<file path="config.mk">
export PLATFORM = sky130hd
export DESIGN_NAME = smc_loop_sched
export DESIGN_NICKNAME = d
export VERILOG_FILES = /design/src/rtl/smc_loop_sched_pkg.sv /design/src/rtl/smc_period_timer.sv /design/src/rtl/smc_loop_sched.sv
export SDC_FILE = /design/constraint.sdc
export NUM_CORES = 1
export LEC_CHECK = 0
export CORE_AREA = 2 2 182 184
export DETAILED_ROUTE_END_ITERATION = 8
export DIE_AREA = 0 0 184 186
export PLACE_DENSITY = 0.76
export SYNTH_ARGS = -nofsm -noshare
export SYNTH_HDL_FRONTEND = slang
export SYNTH_SLANG_ARGS = --single-unit
</file>
<file path="constraint.sdc">
create_clock -name clk -period 2.2 [get_ports clk]
set_input_delay 0.44 -clock clk [delete_from_list [all_inputs] [get_ports clk]]
set_output_delay 0.44 -clock clk [all_outputs]
set_load 0.03 [all_outputs]
</file>
<file path="src/rtl/smc_loop_sched_pkg.sv">
// Shared types and helpers for the SMC control-loop sequencer: FSM encoding,
// fixed-point width and the symmetric saturator.
package smc_loop_sched_pkg;

   localparam int QW = 32;
   localparam logic signed [QW-1:0] U_MAX_DEFAULT = 32'sd30000;

   typedef enum logic [1:0] {
      ST_IDLE     = 2'd0,
      ST_WAIT_SNS = 2'd1,
      ST_SETTLE   = 2'd2,
      ST_CAPTURE  = 2'd3
   } state_t;

   function automatic int max_int(input int a, input int b);
      return (a > b) ? a : b;
   endfunction

   // Bounds themselves pass through unchanged.
   function automatic logic signed [QW-1:0] sat_sym(input logic signed [QW-1:0] x,
                                                    input logic signed [QW-1:0] lim);
      if (x > lim)
         return lim;
      else if (x < -lim)
         return -lim;
      else
         return x;
   endfunction

endpackage

</file>
<file path="src/rtl/smc_period_timer.sv">
// Control-period timer: counts 0..PERIOD-1 while enabled and flags the last
// count of each period with a one-cycle tick.
module smc_period_timer #(
   parameter int PERIOD = 50000
) (
   input  logic clk,
   input  logic rst_n,
   input  logic en,
   output logic tick
);

   localparam int TW = $clog2(PERIOD);

   logic [TW-1:0] count_reg;

   always_ff @(posedge clk or negedge rst_n) begin
      if (!rst_n)
         count_reg <= '0;
      else if (!en || count_reg == TW'(PERIOD - 1))
         count_reg <= '0;
      else
         count_reg <= count_reg + 1'b1;
   end

   assign tick = en && (count_reg == TW'(PERIOD - 1));

endmodule

</file>
<file path="src/rtl/smc_loop_sched.sv">
// Periodic sequencer around an external combinational control law: sensor
// handshake, operand latch, settle wait, saturated capture and timeout watchdog.
module smc_loop_sched
   import smc_loop_sched_pkg::*;
#(
   parameter int                     PERIOD  = 50000,
   parameter int                     SETTLE  = 4,
   parameter int                     TIMEOUT = 1000,
   parameter logic signed [QW-1:0]   U_MAX   = U_MAX_DEFAULT
) (
   input  logic        clk,
   input  logic        rst_n,
   input  logic        en,
   input  logic        fault_clr,
   input  logic [31:0] traj_thd,
   input  logic [31:0] traj_dthd,
   input  logic [31:0] traj_ddthd,
   output logic        sns_req,
   input  logic        sns_valid,
   input  logic [31:0] sns_th,
   input  logic [31:0] sns_dth,
   input  logic [31:0] sns_dp,
   output logic [31:0] c_thd,
   output logic [31:0] c_dthd,
   output logic [31:0] c_ddthd,
   output logic [31:0] c_th,
   output logic [31:0] c_dth,
   output logic [31:0] c_dp,
   input  logic [31:0] c_u,
   output logic [31:0] u_out,
   output logic        u_valid,
   output logic        fault,
   output logic [7:0]  overrun
);

   // One counter serves both the watchdog and the settle wait.
   localparam int CW = max_int(1, $clog2(max_int(TIMEOUT, SETTLE)));

   state_t         state_reg, state_next;
   logic [CW-1:0]  cnt_reg, cnt_next;
   logic           fault_reg, fault_next;
   logic [31:0]    u_out_reg, u_out_next;
   logic           u_valid_reg, u_valid_next;
   logic [7:0]     overrun_reg, overrun_next;
   logic           latch;
   logic           tick;
   logic [31:0]    opnd_in  [6];
   logic [31:0]    opnd_reg [6];

   smc_period_timer #(
      .PERIOD (PERIOD)
   ) u_timer (
      .clk   (clk),
      .rst_n (rst_n),
      .en    (en),
      .tick  (tick)
   );

   assign opnd_in[0] = traj_thd;
   assign opnd_in[1] = traj_dthd;
   assign opnd_in[2] = traj_ddthd;
   assign opnd_in[3] = sns_th;
   assign opnd_in[4] = sns_dth;
   assign opnd_in[5] = sns_dp;

   always_ff @(posedge clk or negedge rst_n) begin
      if (!rst_n) begin
         for (int i = 0; i < 6; i++)
            opnd_reg[i] <= '0;
      end else if (latch) begin
         for (int i = 0; i < 6; i++)
            opnd_reg[i] <= opnd_in[i];
      end
   end

   always_ff @(posedge clk or negedge rst_n) begin
      if (!rst_n) begin
         state_reg   <= ST_IDLE;
         cnt_reg     <= '0;
         fault_reg   <= 1'b0;
         u_out_reg   <= '0;
         u_valid_reg <= 1'b0;
         overrun_reg <= '0;
      end else begin
         state_reg   <= state_next;
         cnt_reg     <= cnt_next;
         fault_reg   <= fault_next;
         u_out_reg   <= u_out_next;
         u_valid_reg <= u_valid_next;
         overrun_reg <= overrun_next;
      end
   end

   always_comb begin
      state_next   = state_reg;
      cnt_next     = cnt_reg;
      fault_next   = fault_reg;
      u_out_next   = u_out_reg;
      u_valid_next = 1'b0;
      overrun_next = overrun_reg;
      latch        = 1'b0;

      // A tick that finds the loop busy is dropped and only counted.
      if (tick && state_reg != ST_IDLE && overrun_reg != 8'hFF)
         overrun_next = overrun_reg + 8'd1;

      if (fault_clr)
         fault_next = 1'b0;

      if (!en) begin
         state_next = ST_IDLE;
         cnt_next   = '0;
         u_out_next = '0;
      end else begin
         case (state_reg)
            ST_IDLE: begin
               if (tick && !fault_reg) begin
                  state_next = ST_WAIT_SNS;
                  cnt_next   = '0;
               end
            end
            ST_WAIT_SNS: begin
               if (sns_valid) begin
                  latch      = 1'b1;
                  state_next = ST_SETTLE;
                  cnt_next   = '0;
               end else if (cnt_reg == CW'(TIMEOUT - 1)) begin
                  fault_next = 1'b1;
                  state_next = ST_IDLE;
                  cnt_next   = '0;
               end else begin
                  cnt_next = cnt_reg + 1'b1;
               end
            end
            ST_SETTLE: begin
               if (cnt_reg == CW'(SETTLE - 1))
                  state_next = ST_CAPTURE;
               else
                  cnt_next = cnt_reg + 1'b1;
            end
            ST_CAPTURE: begin
               u_out_next   = sat_sym($signed(c_u), U_MAX);
               u_valid_next = 1'b1;
               state_next   = ST_IDLE;
            end
            default: state_next = ST_IDLE;
         endcase
      end

      // A latched or freshly raised fault pins the command to zero.
      if (fault_next) begin
         u_out_next   = '0;
         u_valid_next = 1'b0;
      end
   end

   assign sns_req = (state_reg == ST_WAIT_SNS);
   assign c_thd   = opnd_reg[0];
   assign c_dthd  = opnd_reg[1];
   assign c_ddthd = opnd_reg[2];
   assign c_th    = opnd_reg[3];
   assign c_dth   = opnd_reg[4];
   assign c_dp    = opnd_reg[5];
   assign u_out   = u_out_reg;
   assign u_valid = u_valid_reg;
   assign fault   = fault_reg;
   assign overrun = overrun_reg;

endmodule

</file>
==> flow_summary_export.csv, run 1 <==
group,metric,value,unit
critical_path,cp-end-kind,"output port",
placement,dp_cells,1681,
die,rows,66,
pwr,ir_drop,0.781,mV
final_layout,drive_gt1_share,23.9,%
detailed_routing,drtIter0Drc,226,
final_layout,syn_to_final_growth,62.3,%
synthesis,synthArstFlopShare,100,%
synthesis,ys_seq_area_share,61.6,%
synthesis,synth_compound_area_share,4.82,%
detailed_routing,first_pass_iters,4,
final_layout,finalNonFillerCells,1744,
detailed_routing,routedWlPerCell,18.7,um
critical_path,worstPathCellList,"clkdlybuf4s50_1",
pwr,power.total,0.0232,W
detailed_routing,wl,32500,um
job,maxCapViolCount,0,
hold_path,hold_path.class,"primary input to async pin",
detailed_routing,drtAntennaViolNets,0,
critical_path,slowest_stage,"clkdlybuf4s50_1",
clocking,cts_max_level,1,
timing,finalCritPeriodShare,97.4,%
synthesis,syn_area,10600,sq um
timing,holdWs,0.404,ns
timing,fin_skew,0.0242,ns
clocking,cts_setup_buffers,0,
critical_path,cp.arrival,1.70,ns
critical_path,cp-start-kind,"register",
synthesis,ys_seq_elements,262,
synthesis,synth_cell_type_count,49,
critical_path,crit_fanout,6,
timing,layout_min_cycle_time,2.14,ns
synthesis,synth_top_family_by_area,"multiplexers",
critical_path,cpPeakStageDelay,0.71,ns
timing,tightest_slew,0.656,ns
placement,hpwl,25500,um
die,ios,464,
pwr,leakagePower,7.28,nW
critical_path,required,1.76,ns
timing,setup_viol,0,
placement,globalplace.congestion,0.919,
die,coreArea,32200,sq um
clocking,clkTransAtPathRegs,0.06,ns
clocking,clock_latency,0.55,ns
pwr,powerDensity,1340,nW/um^2
global_routing,grt_overflow_total,0,
final_layout,nNetsFinal,1543,
global_routing,grt_pass1_vias,8677,
synthesis,synth_flop_cell,"dfrtp_1",
detailed_routing,drc_errors,0,
critical_path,critPathBufInv,1,
critical_path,crit_cells,1,
die,die_x,184,um
global_routing,grt.total_usage,18.2,%
critical_path,crit_type,"register to output port",
timing,max_slew_margin,55.9,%
detailed_routing,routed_via_density,4.79,
global_routing,grt_pass1_wl,48500,um
synthesis,synthMuxAreaShare,20.6,%
timing,finalMaxSlewViolations,0,
placement,io_buffers,463,
synthesis,synthCells,781,
timing,max_freq,467,MHz
clocking,tritoncts,"done",
clocking,cts_made_buffers,29,
synthesis,syn_area_per_cell,13.6,sq um
die,die_height,186,um
die,dieArea,34200,sq um
clocking,cts_sinks,262,
final_layout,utilization,53.6,%
synthesis,ys_warn_count,0,
global_routing,grt_max_degree,63,
synthesis,synth-simple-area-share,8.22,%
outcome,outcome,"finished, final reports clean",
timing,hold_violations,0,
die,start_util,33.0,%
global_routing,antenna_found_initial,10,
synthesis,synthAdderAreaFrac,1.06,%
detailed_routing,via_count,8359,
clocking,cts_buffer_depth,3,
clocking,root_buffer,"clkbuf_16",
final_layout,nFillCells,2720,
synthesis,synth_fp_nets,1019,
synthesis,synth-xor-area-share,1.73,%
synthesis,synth_edf_count,0,
critical_path,path_delay_family,"buffers and inverters",
critical_path,rr_worst_depth,6,
## through the flow
step	worst slack, ns	setup TNS (ns)	area (sq um)
after floorplan	0.0230	0	10600
after global placement	-0.384	-9.60	16300
after detailed placement	-0.418	-11.09	16300
after CTS	0.0113	0	17200
after global routing	-0.00106	-0.00106	17300
final	0.0577	0	17300
## final cells by class
class                           count  area, sq um  share of cell area [%]
Sequential cell                   262         6560                    38.0
Clock buffer                       42          815                    4.72
Tap cell                          408          510                    2.96
Timing Repair Buffer              526         5310                    30.7
Multi-Input combinational cell    471         3920                    22.7
Inverter                           15         56.3                   0.326
Clock inverter                     11         86.3                   0.500
Antenna cell                        9         22.5                   0.130
## what timing repair did
item                                   4_1_cts  5_1_grt
setup endpoints to repair                    1       37
resized for setup                            3        8
endpoints found under the hold margin       41        0
hold buffers                                 1        0
## synth_stat cells (3+ instances only)
library cell	number	area share (%)
xor2_1	9	0.74
nand4_1	12	0.71
o211ai_1	3	0.21
nand3_1	14	0.66
buf_2	20	0.94
nand2b_1	6	0.35
and3_1	11	0.65
xnor2_1	12	0.99
nor2_1	52	1.8
nand2_1	45	1.6
a211oi_1	3	0.21
o21ai_0	36	1.7
inv_1	15	0.53
a31oi_1	4	0.24
nor3_1	5	0.24
mux2_2	193	20
ha_1	9	1.1
and4bb_2	3	0.35
dfrtp_1	262	62
clkbuf_1	11	0.39
nor4_1	9	0.53
a221o_1	5	0.47
a22o_1	8	0.66
## report_power, final
group          switching [W]  leakage [nW]  internal (W)
sequential          0.000945          3.26       0.00665
combinational        0.00582          3.57       0.00512
clock                0.00194         0.447       0.00268
## path summary, 6_finish.rpt
check                           start         end  slack, ns
min in group clk            u_out[20]   u_out[20]       0.48
min reg2reg                 u_out[20]   u_out[20]       0.48
min                             rst_n  c_dthd[31]       0.40
max                        overrun[0]  overrun[0]       0.06
max in group asynchronous       rst_n    c_th[24]       1.10
max reg2reg                cnt_reg[4]  cnt_reg[3]       0.14
## logic make-up (layout without fill, tap and decap cells)
family	count (synthesis)	in the layout
other	0	9
flip-flops	262	262
buffers and inverters	48	594
AO/OA/AOI/OAI	73	73
multiplexers	195	195
XOR/XNOR	21	21
adder cells (fa/ha/maj)	9	9
AND/OR/NAND/NOR	173	173
## placed cells by master, fill, tap and decap left out, drive strengths merged, types with 12 or more instances in the layout
cell type	instances
buf	63
clkbuf	42
clkdlybuf4s50	460
dfrtp	262
inv	16
mux2	194
nand2	45
nand3	14
nand4	13
nor2	52
o21ai	36
xnor2	12
## metal layers
metal,global-route usage (%),part of all wire (%)
met1,19.7,36
met2,33.2,52
met3,6.01,9.4
met4,6.72,2.8
met5,0,0.040
No activity file was read; power rests on OpenSTA's default activity.
==> run 2, diff against run 1 <==
--- a/config.mk
+++ b/config.mk
@@ -5,10 +5,12 @@
 export SDC_FILE = /design/constraint.sdc
 export NUM_CORES = 1
 export LEC_CHECK = 0
+export ABC_CLOCK_PERIOD_IN_PS = 2200
 export CORE_AREA = 2 2 182 184
 export DETAILED_ROUTE_END_ITERATION = 8
 export DIE_AREA = 0 0 184 186
 export PLACE_DENSITY = 0.76
+export SKIP_LAST_GASP = 1
 export SYNTH_ARGS = -nofsm -noshare
 export SYNTH_HDL_FRONTEND = slang
 export SYNTH_SLANG_ARGS = --single-unit
==> run 2 against run 1 <==
- highest routed layer unchanged
- count of clock-buffer cells in the layout stayed put
- critical endpoint unchanged
- flip-flop and latch count unchanged
- sequential share of layout area about the same
- largest cell class unchanged
- setup slack about the same
- maximum frequency about the same
- clock skew about the same
- worst hold slack about the same
- final cell count is the same
- total power hardly changed
==> flow_summary_export.csv, run 2 (synthesized netlist as in run 1, its figures left out) <==
group,metric,value,unit
outcome,outcome,"finished, final reports clean",
final_layout,nNetsFinal,1543,
die,ios,464,
critical_path,crit_type,"register to output port",
job,maxCapViolCount,0,
critical_path,worstPathCellList,"clkdlybuf4s50_1",
die,coreArea,32200,sq um
die,die_height,186,um
critical_path,rr_worst_depth,6,
timing,max_slew_margin,55.9,%
clocking,cts_made_buffers,29,
hold_path,hold_path.class,"primary input to async pin",
global_routing,grt_overflow_total,0,
pwr,ir_drop,0.781,mV
final_layout,final_common_cell,"clkdlybuf4s50_1",
critical_path,cp-start-kind,"register",
final_layout,fin_area,17300,sq um
detailed_routing,via_count,8375,
clocking,tritoncts,"done",
critical_path,cp-end-kind,"output port",
detailed_routing,first_pass_iters,4,
placement,hpwl,25500,um
placement,globalplace.congestion,0.919,
timing,setup_viol,0,
critical_path,required,1.76,ns
timing,hold_violations,0,
clocking,clkTransAtPathRegs,0.06,ns
timing,fin_tns_setup,0,ns
timing,rsz0062_at_grt,"yes",
clocking,cts_max_level,1,
pwr,powerDensity,1340,nW/um^2
placement,io_buffers,463,
placement,place_ws,-0.418,ns
global_routing,grt_pass1_wl,48500,um
timing,tightest_slew,0.656,ns
timing,finalCritPeriodShare,97.4,%
clocking,cts_sinks,262,
critical_path,cp.arrival,1.70,ns
critical_path,crit_cells,1,
global_routing,grt.total_usage,18.2,%
global_routing,grt_max_degree,63,
die,die_x,184,um
detailed_routing,wl,32600,um
clocking,cts_setup_buffers,0,
timing,worst_slack,0.0579,ns
die,rows,66,
final_layout,seqCellArea,6560,sq um
critical_path,critPathBufInv,1,
die,start_util,33.0,%
detailed_routing,drc_errors,0,
detailed_routing,drtAntennaViolNets,0,
critical_path,path_delay_family,"buffers and inverters",
final_layout,layout_common_cells,"clkdlybuf4s50_1 (460), dfrtp_1 (262), mux2_2 (193), nor2_1 (52), buf_4 (47)",
critical_path,cpPeakStageDelay,0.71,ns
timing,fin_skew,0.0239,ns
final_layout,multiInputGateArea,3920,sq um
clocking,clock_latency,0.55,ns
final_layout,nFillCells,2719,
timing,finalMaxSlewViolations,0,
global_routing,antenna_found_initial,10,
final_layout,drive_gt1_share,23.9,%
placement,dpl_cell_area,16300,sq um
die,dieArea,34200,sq um
final_layout,syn_to_final_growth,62.3,%
pwr,leakagePower,7.28,nW
timing,max_freq,467,MHz
timing,layout_min_cycle_time,2.14,ns
detailed_routing,routed_via_density,4.80,
detailed_routing,routedWlPerCell,18.7,um
critical_path,crit_fanout,6,
detailed_routing,drtIter0Drc,226,
clocking,cts_buffer_depth,3,
critical_path,slowest_stage,"clkdlybuf4s50_1",
clocking,root_buffer,"clkbuf_16",
global_routing,grt_pass1_vias,8677,
-- run 2: cell count changes in the layout (fill, tap and decap cells not counted) --
cell,previous run,this run
clkdlybuf4s15_2,0,1
clkdlybuf4s18_2,1,0
-- run 2: per-layer routing --
metal  global-route usage (%)  vias up  part of all wire (%)
met5                        0        -                 0.040
met4                     6.72        2                   2.8
met3                     6.01       58                   9.4
met2                     33.2      339                    52
met1                     19.7     4127                    35
li1                         -     3849                     -
-- run 2: cell type report --
type / instances / area share [%]
flip-flops and latches: 262 / 38.0
repair buffers: 526 / 30.7
multi-input cells: 471 / 22.7
clock buffers: 42 / 4.72
well taps: 408 / 2.96
clock inverters: 11 / 0.500
inverters: 15 / 0.326
diodes: 9 / 0.130
-- run 2: stage by stage --
| stage | utilization (%) | cells | hold slack (ns) | total power [W] |
|---|---|---|---|---|
| after detailed placement | 50.6 | 1681 | 0.385 | 0.0187 |
| after CTS | 53.5 | 1735 | 0.390 | 0.0234 |
| after global placement | 50.6 | 1681 | 0.378 | 0.0185 |
| after global routing | 53.6 | 1743 | 0.409 | 0.0243 |
| final | 53.6 | 1744 | 0.405 | 0.0232 |
| after floorplan | - | 781 | 0.144 | 0.0134 |
-- run 2: what timing repair did --
item | in CTS | in global routing
hold endpoints to repair | 41 | 0
resized for setup | 3 | 7
setup endpoints to repair | 1 | 37
hold buffers | 1 | 0
pin swaps | 0 | 0
-- run 2: path summary, 6_finish.rpt --
kind                              start  slack [ns]         end
max                          overrun[0]        0.06  overrun[0]
min                               rst_n        0.40  c_dthd[31]
max reg2reg                state_reg[0]        0.16  cnt_reg[3]
min reg2reg                   u_out[26]        0.48   u_out[26]
max in group asynchronous         rst_n        1.10    c_th[24]
min in group clk              u_out[26]        0.48   u_out[26]
-- run 2: power by group --
group	switching, W	total (W)	internal, W
logic	0.00582	0.0109	0.00512
registers	0.000945	0.00760	0.00665
clock network	0.00194	0.00462	0.00268
total	0.00871	0.0232	0.0144
